[src/rtl/alu_exec_unit.sv]
// alu_exec_unit: registered execute-stage ALU with valid/ready handshake.
// Logic/arithmetic ops finish in one cycle; shifts iterate one bit per cycle.
`default_nettype none

module alu_exec_unit #(
  parameter int DATA_WIDTH = 32
) (
  input  logic                  clk,
  input  logic                  reset,
  input  logic                  in_valid,
  output logic                  in_ready,
  input  logic [3:0]            Operation,
  input  logic [DATA_WIDTH-1:0] SrcA,
  input  logic [DATA_WIDTH-1:0] SrcB,
  output logic                  out_valid,
  input  logic                  out_ready,
  output logic [DATA_WIDTH-1:0] ALUResult,
  output logic                  Zero,
  output logic                  Cond,
  output logic                  Illegal,
  output logic                  busy
);

  localparam int SW = $clog2(DATA_WIDTH);

  typedef enum logic [1:0] {
    IDLE  = 2'd0,
    SHIFT = 2'd1,
    DONE  = 2'd2
  } state_t;

  state_t                state, state_next;
  logic [3:0]            op_q;
  logic [DATA_WIDTH-1:0] shreg;
  logic [SW-1:0]         cnt;
  logic [SW-1:0]         shamt;
  logic                  accept;
  logic                  is_shift;
  logic                  load_result;
  logic [3:0]            flag_op;
  logic [DATA_WIDTH-1:0] comb_result;
  logic [DATA_WIDTH-1:0] shift_next;
  logic [DATA_WIDTH-1:0] result_d;

  assign shamt     = SrcB[SW-1:0];
  assign in_ready  = (state == IDLE) || ((state == DONE) && out_ready);
  assign accept    = in_valid && in_ready;
  assign out_valid = (state == DONE);
  assign busy      = (state != IDLE);
  assign is_shift  = (Operation >= 4'd5) && (Operation <= 4'd8);
  assign flag_op   = (state == SHIFT) ? op_q : Operation;

  // Single-cycle result; shift ops land here only with a zero shift amount.
  always_comb begin
    comb_result = '0;
    case (Operation)
      4'b0000: comb_result = SrcA & SrcB;
      4'b0001: comb_result = SrcA | SrcB;
      4'b0010: comb_result = SrcA ^ SrcB;
      4'b0011: comb_result = SrcA + SrcB;
      4'b0100: comb_result = SrcA - SrcB;
      4'b0101, 4'b0110, 4'b0111, 4'b1000: comb_result = SrcA;
      4'b1001: comb_result = {{(DATA_WIDTH-1){1'b0}}, (SrcA == SrcB)};
      4'b1010: comb_result = {{(DATA_WIDTH-1){1'b0}}, (SrcA != SrcB)};
      4'b1011: comb_result = {{(DATA_WIDTH-1){1'b0}}, ($signed(SrcA) <  $signed(SrcB))};
      4'b1100: comb_result = {{(DATA_WIDTH-1){1'b0}}, ($signed(SrcA) >= $signed(SrcB))};
      4'b1101: comb_result = SrcB;
      default: comb_result = '0;
    endcase
  end

  // SLA keeps the original sign bit in place while the rest shifts left.
  always_comb begin
    shift_next = shreg;
    case (op_q)
      4'b0101: shift_next = {1'b0, shreg[DATA_WIDTH-1:1]};
      4'b0110: shift_next = {shreg[DATA_WIDTH-1], shreg[DATA_WIDTH-1:1]};
      4'b0111: shift_next = {shreg[DATA_WIDTH-2:0], 1'b0};
      4'b1000: shift_next = {shreg[DATA_WIDTH-1], shreg[DATA_WIDTH-3:0], 1'b0};
      default: shift_next = shreg;
    endcase
  end

  always_comb begin
    state_next  = state;
    load_result = 1'b0;
    result_d    = comb_result;
    case (state)
      IDLE, DONE: begin
        if (accept) begin
          if (is_shift && (shamt != '0)) begin
            state_next = SHIFT;
          end else begin
            load_result = 1'b1;
            state_next  = DONE;
          end
        end else if ((state == DONE) && out_ready) begin
          state_next = IDLE;
        end
      end
      SHIFT: begin
        if (cnt == SW'(1)) begin
          load_result = 1'b1;
          result_d    = shift_next;
          state_next  = DONE;
        end
      end
      default: state_next = IDLE;
    endcase
  end

  always_ff @(posedge clk or posedge reset) begin
    if (reset) begin
      state     <= IDLE;
      op_q      <= '0;
      shreg     <= '0;
      cnt       <= '0;
      ALUResult <= '0;
      Zero      <= 1'b0;
      Cond      <= 1'b0;
      Illegal   <= 1'b0;
    end else begin
      state <= state_next;
      if (accept) begin
        op_q  <= Operation;
        shreg <= SrcA;
        cnt   <= shamt;
      end else if (state == SHIFT) begin
        shreg <= shift_next;
        cnt   <= cnt - SW'(1);
      end
      if (load_result) begin
        ALUResult <= result_d;
        Zero      <= (result_d == '0);
        Cond      <= ((flag_op >= 4'd9) && (flag_op <= 4'd12)) ? result_d[0] : 1'b0;
        Illegal   <= (flag_op >= 4'd14);
      end
    end
  end

endmodule

`default_nettype wire

[config.mk]
export PLATFORM = sky130hd
export DESIGN_NAME = alu_exec_unit
export DESIGN_NICKNAME = d
export VERILOG_FILES = /design/src/rtl/alu_exec_unit.sv
export SDC_FILE = /design/constraint.sdc
export NUM_CORES = 1
export LEC_CHECK = 0
export CORE_MARGIN = 2
export CORE_UTILIZATION = 50
export CTS_BUF_LIST = sky130_fd_sc_hd__clkbuf_8
export DETAILED_ROUTE_END_ITERATION = 8
export HOLD_SLACK_MARGIN = 0.08
export PLACE_DENSITY = 0.72
export SLEW_MARGIN = 10
export SYNTH_ARGS = -nofsm -noshare
export SYNTH_HDL_FRONTEND = slang
export SYNTH_SLANG_ARGS = --single-unit
[constraint.sdc]
create_clock -name clk -period 5.9 [get_ports clk]
set_clock_uncertainty 0.1 [all_clocks]
set_input_delay 1.18 -clock clk [delete_from_list [all_inputs] [get_ports clk]]
set_output_delay 1.18 -clock clk [all_outputs]
set_load 0.02 [all_outputs]
==> results.py <==
metrics = {
    "outcome": {
        "outcome": "finished clean",
    },
    "timing": {
        "max_freq_mhz": 185,
        "report.final.setup_viol": 0,
        "hold_violations": 0,
        "fin_crit_ns": 5.41,
        "max-slew-margin-rel_pct": 31.8,
        "slew_violations": 0,
        "worst_pin_slew_ns": 1.02,
        "hold_ws_ns": 0.370,
        "rsz0062_at_grt": "no",
        "fin_crit_sh_pct": 91.7,
        "tns_ns": 0,
    },
    "clock_tree": {
        "postCtsSetupRepairBufs": 0,
        "cts_tree": "built",
        "clk_path_buf_depth": 2,
        "cts_sinks": 78,
        "htreeDepth": 3,
        "post_cts_resized": 0,
        "clkTransAtPathRegs_ns": 0.08,
        "hold_buffers": 0,
        "clock_latency_ns": 0.35,
        "cts_buffers": 9,
        "cts-root-buf": "clkbuf_8",
    },
    "global_routing": {
        "grt_use_total_pct": 41.3,
        "overflow": 0,
        "grt_util_met3_pct": 12.4,
        "grt_pass1_wl_mm": 69.5,
        "top_usage_layer": "met1",
        "grt_max_degree": 60,
        "use_met2_pct": 58.4,
        "antenna_found_initial": 0,
        "grt_pass1_vias": 11500,
        "use_met1_pct": 60.1,
    },
    "floorplanning": {
        "io_pins": 110,
        "core_um2": 20900,
        "start_util_pct": 50.6,
        "num_rows": 53,
        "die_area_um2": 22300,
        "dieHeight_um": 149,
        "die_x_um": 149,
    },
    "run": {
        "cap_violations": 0,
    },
    "route": {
        "postRouteAntennaNets": 0,
        "num_vias": 12300,
        "finalWirelength_mm": 46.3,
        "via_per_inst": 6.84,
        "routedWlPerCell_um": 25.7,
        "firstDrtPassIters": 6,
        "drc": 0,
        "drt_iter0_drc": 1414,
    },
    "synthesis": {
        "synth_edf_count": 0,
        "netlist_instances": 1432,
        "synth-main-ff-cell": "dfrtp_1",
        "yosysUniqueCellTypes": 92,
        "ys_seq_elements": 78,
        "synthDominantCellAreaShare_pct": 18.5,
        "yosysSeqAreaShare_pct": 18.5,
        "syn_area_per_cell_um2": 7.38,
        "synthArstFlopShare_pct": 100,
        "ys_warn_count": 0,
        "syn_nets": 1607,
        "synthTopCellsByArea": "dfrtp_1 18%, ha_1 12%, a21oi_1 6.2%",
        "synth_largest_area_cell": "dfrtp_1",
        "synthesis.area_um2": 10600,
    },
    "place": {
        "port_buffers": 109,
        "place_congestion": 1.06,
        "dp_hpwl_mm": 36.0,
    },
    "pwr": {
        "ir_drop_mv": 0.164,
        "p_leak_nw": 5.38,
        "powerDensity_nw_per_um2": 306,
    },
    "worst_setup_path": {
        "crit_slowest_cell": "a211oi_2",
        "reg2reg_depth": 12,
        "crit_path_max_incr_delay_ns": 0.74,
        "worst_ep_required_time_ns": 6.09,
        "startpoint_type": "primary input",
        "crit_path_end_kind": "register",
        "worst-path-buf-inv": 3,
        "cp.arrival_ns": 5.60,
        "path_depth": 16,
        "path_max_fanout": 8,
        "crit_family": "compound AO/OA/AOI/OAI gates",
        "path_class": "in2reg",
        "path_cells": "clkdlybuf4s50_1 -> inv_1 -> ha_1 -> inv_1 -> fa_1 -> nor2b_1 -> o311ai_4 -> a211oi_2 -> a211oi_2 -> a2111oi_0 -> a211oi_1 -> o221ai_1 -> nor4_2 -> nand4_1 -> nor4_2 -> a32o_2",
    },
    "hold_path": {
        "hold_depth": 2,
        "hold_class": "reg2reg",
    },
    "cells_and_area": {
        "final_cell_mix": "155 x nand2_1, 128 x a21oi_1, 108 x clkdlybuf4s50_1",
        "area_growth_pct": 16.9,
        "fin_nets": 1697,
        "drive_gt1_share_pct": 7.99,
        "num-fill-cells": 1975,
        "diodes": 0,
        "final_common_cell": "nand2_1",
    },
}
sequential cells by signal (all words and copies together), names as in the netlist:
| register | flops |
|---|---|
| Zero | 1 |
| Illegal | 1 |
| Cond | 1 |
| ALUResult | 32 |
| state | 2 |
| op_q | 4 |
| cnt | 5 |
| shreg | 32 |
cells by family (layout without fill, tap and decap cells):
| group | Yosys count | count (layout) | synth area share [%] |
|---|---|---|---|
| compound gates | 568 | 568 | 37.2 |
| flops | 78 | 78 | 18.5 |
| xor+xnor | 15 | 15 | 1.24 |
| fa+ha+maj | 103 | 103 | 12.3 |
| buf+inv | 201 | 296 | 7.87 |
| mux | 22 | 22 | 2.27 |
| simple gates | 445 | 445 | 20.6 |
synthesized netlist by cell type, drive strengths merged (21+ instances only):
master / instances
nand2: 155
a22oi: 53
o211ai: 21
ha: 101
a21oi: 131
inv: 101
dfrtp: 78
nor2: 98
a21o: 25
a221oi: 21
clkbuf: 62
o21ai: 104
buf: 38
nand2b: 21
nor3: 39
layout make-up:
class / count / area (µm²) / area share (%)
clock buffer: 10 / 138 / 1.11
tap: 275 / 344 / 2.79
timing repair buffer: 179 / 1620 / 13.1
inverter: 101 / 380 / 3.08
sequential: 78 / 1950 / 15.8
clock inverter: 6 / 110 / 0.892
multi-input combinational: 1153 / 7800 / 63.2
final timing paths:
check | startpoint | to | slack (ns)
worst max-delay path | SrcA[0] | Zero | 0.49
worst min-delay path | ALUResult[31] | ALUResult[31] | 0.37
worst max register to register | cnt[1] | Zero | 1.95
worst min register to register | ALUResult[31] | ALUResult[31] | 0.37
max in group asynchronous | reset | shreg[8] | 3.63
min in group asynchronous | reset | ALUResult[28] | 1.00
worst reg2reg max path: stages, from the launching register on:
cell and delay, ns:
dfrtp_1 0.38, inv_1 0.07, ha_1 0.18, nor4b_2 0.20
nand2_1 0.39, buf_4 0.47, and2_1 0.56, a221oi_1 0.19
or4_4 0.56, nor4_2 0.23, nand4_1 0.15, nor4_2 0.23
a32o_2 0.20
power breakdown:
group	total (mW)	internal, mW	switching [mW]	leakage [nW]
clock network	0.489	0.292	0.197	0.124
registers	1.04	0.788	0.255	0.960
logic	2.24	0.875	1.37	4.29
total	3.77	1.95	1.82	5.38
through the flow:
| step | setup WS (ns) | area (µm²) | std cells | utilization (%) | power [mW] |
|---|---|---|---|---|---|
| global placement | 0.433 | 12100 | 1786 | 57.9 | 3.19 |
| global route | 0.315 | 12400 | 1802 | 59.1 | 3.99 |
| CTS | 0.636 | 12400 | 1802 | 59.1 | 3.71 |
| finish | 0.489 | 12400 | 1802 | 59.1 | 3.77 |
| detailed placement | 0.290 | 12100 | 1786 | 57.9 | 3.21 |
| floorplan | 1.64 | 10600 | 1432 | - | 2.36 |
per-layer routing:
layer | wire length [µm] | part of all wire, %
met3 | 6610 | 14
met5 | 0 | 0
met1 | 19700 | 43
met4 | 1490 | 3.2
met2 | 18400 | 40
No activity file was read; power rests on OpenSTA's default activity.
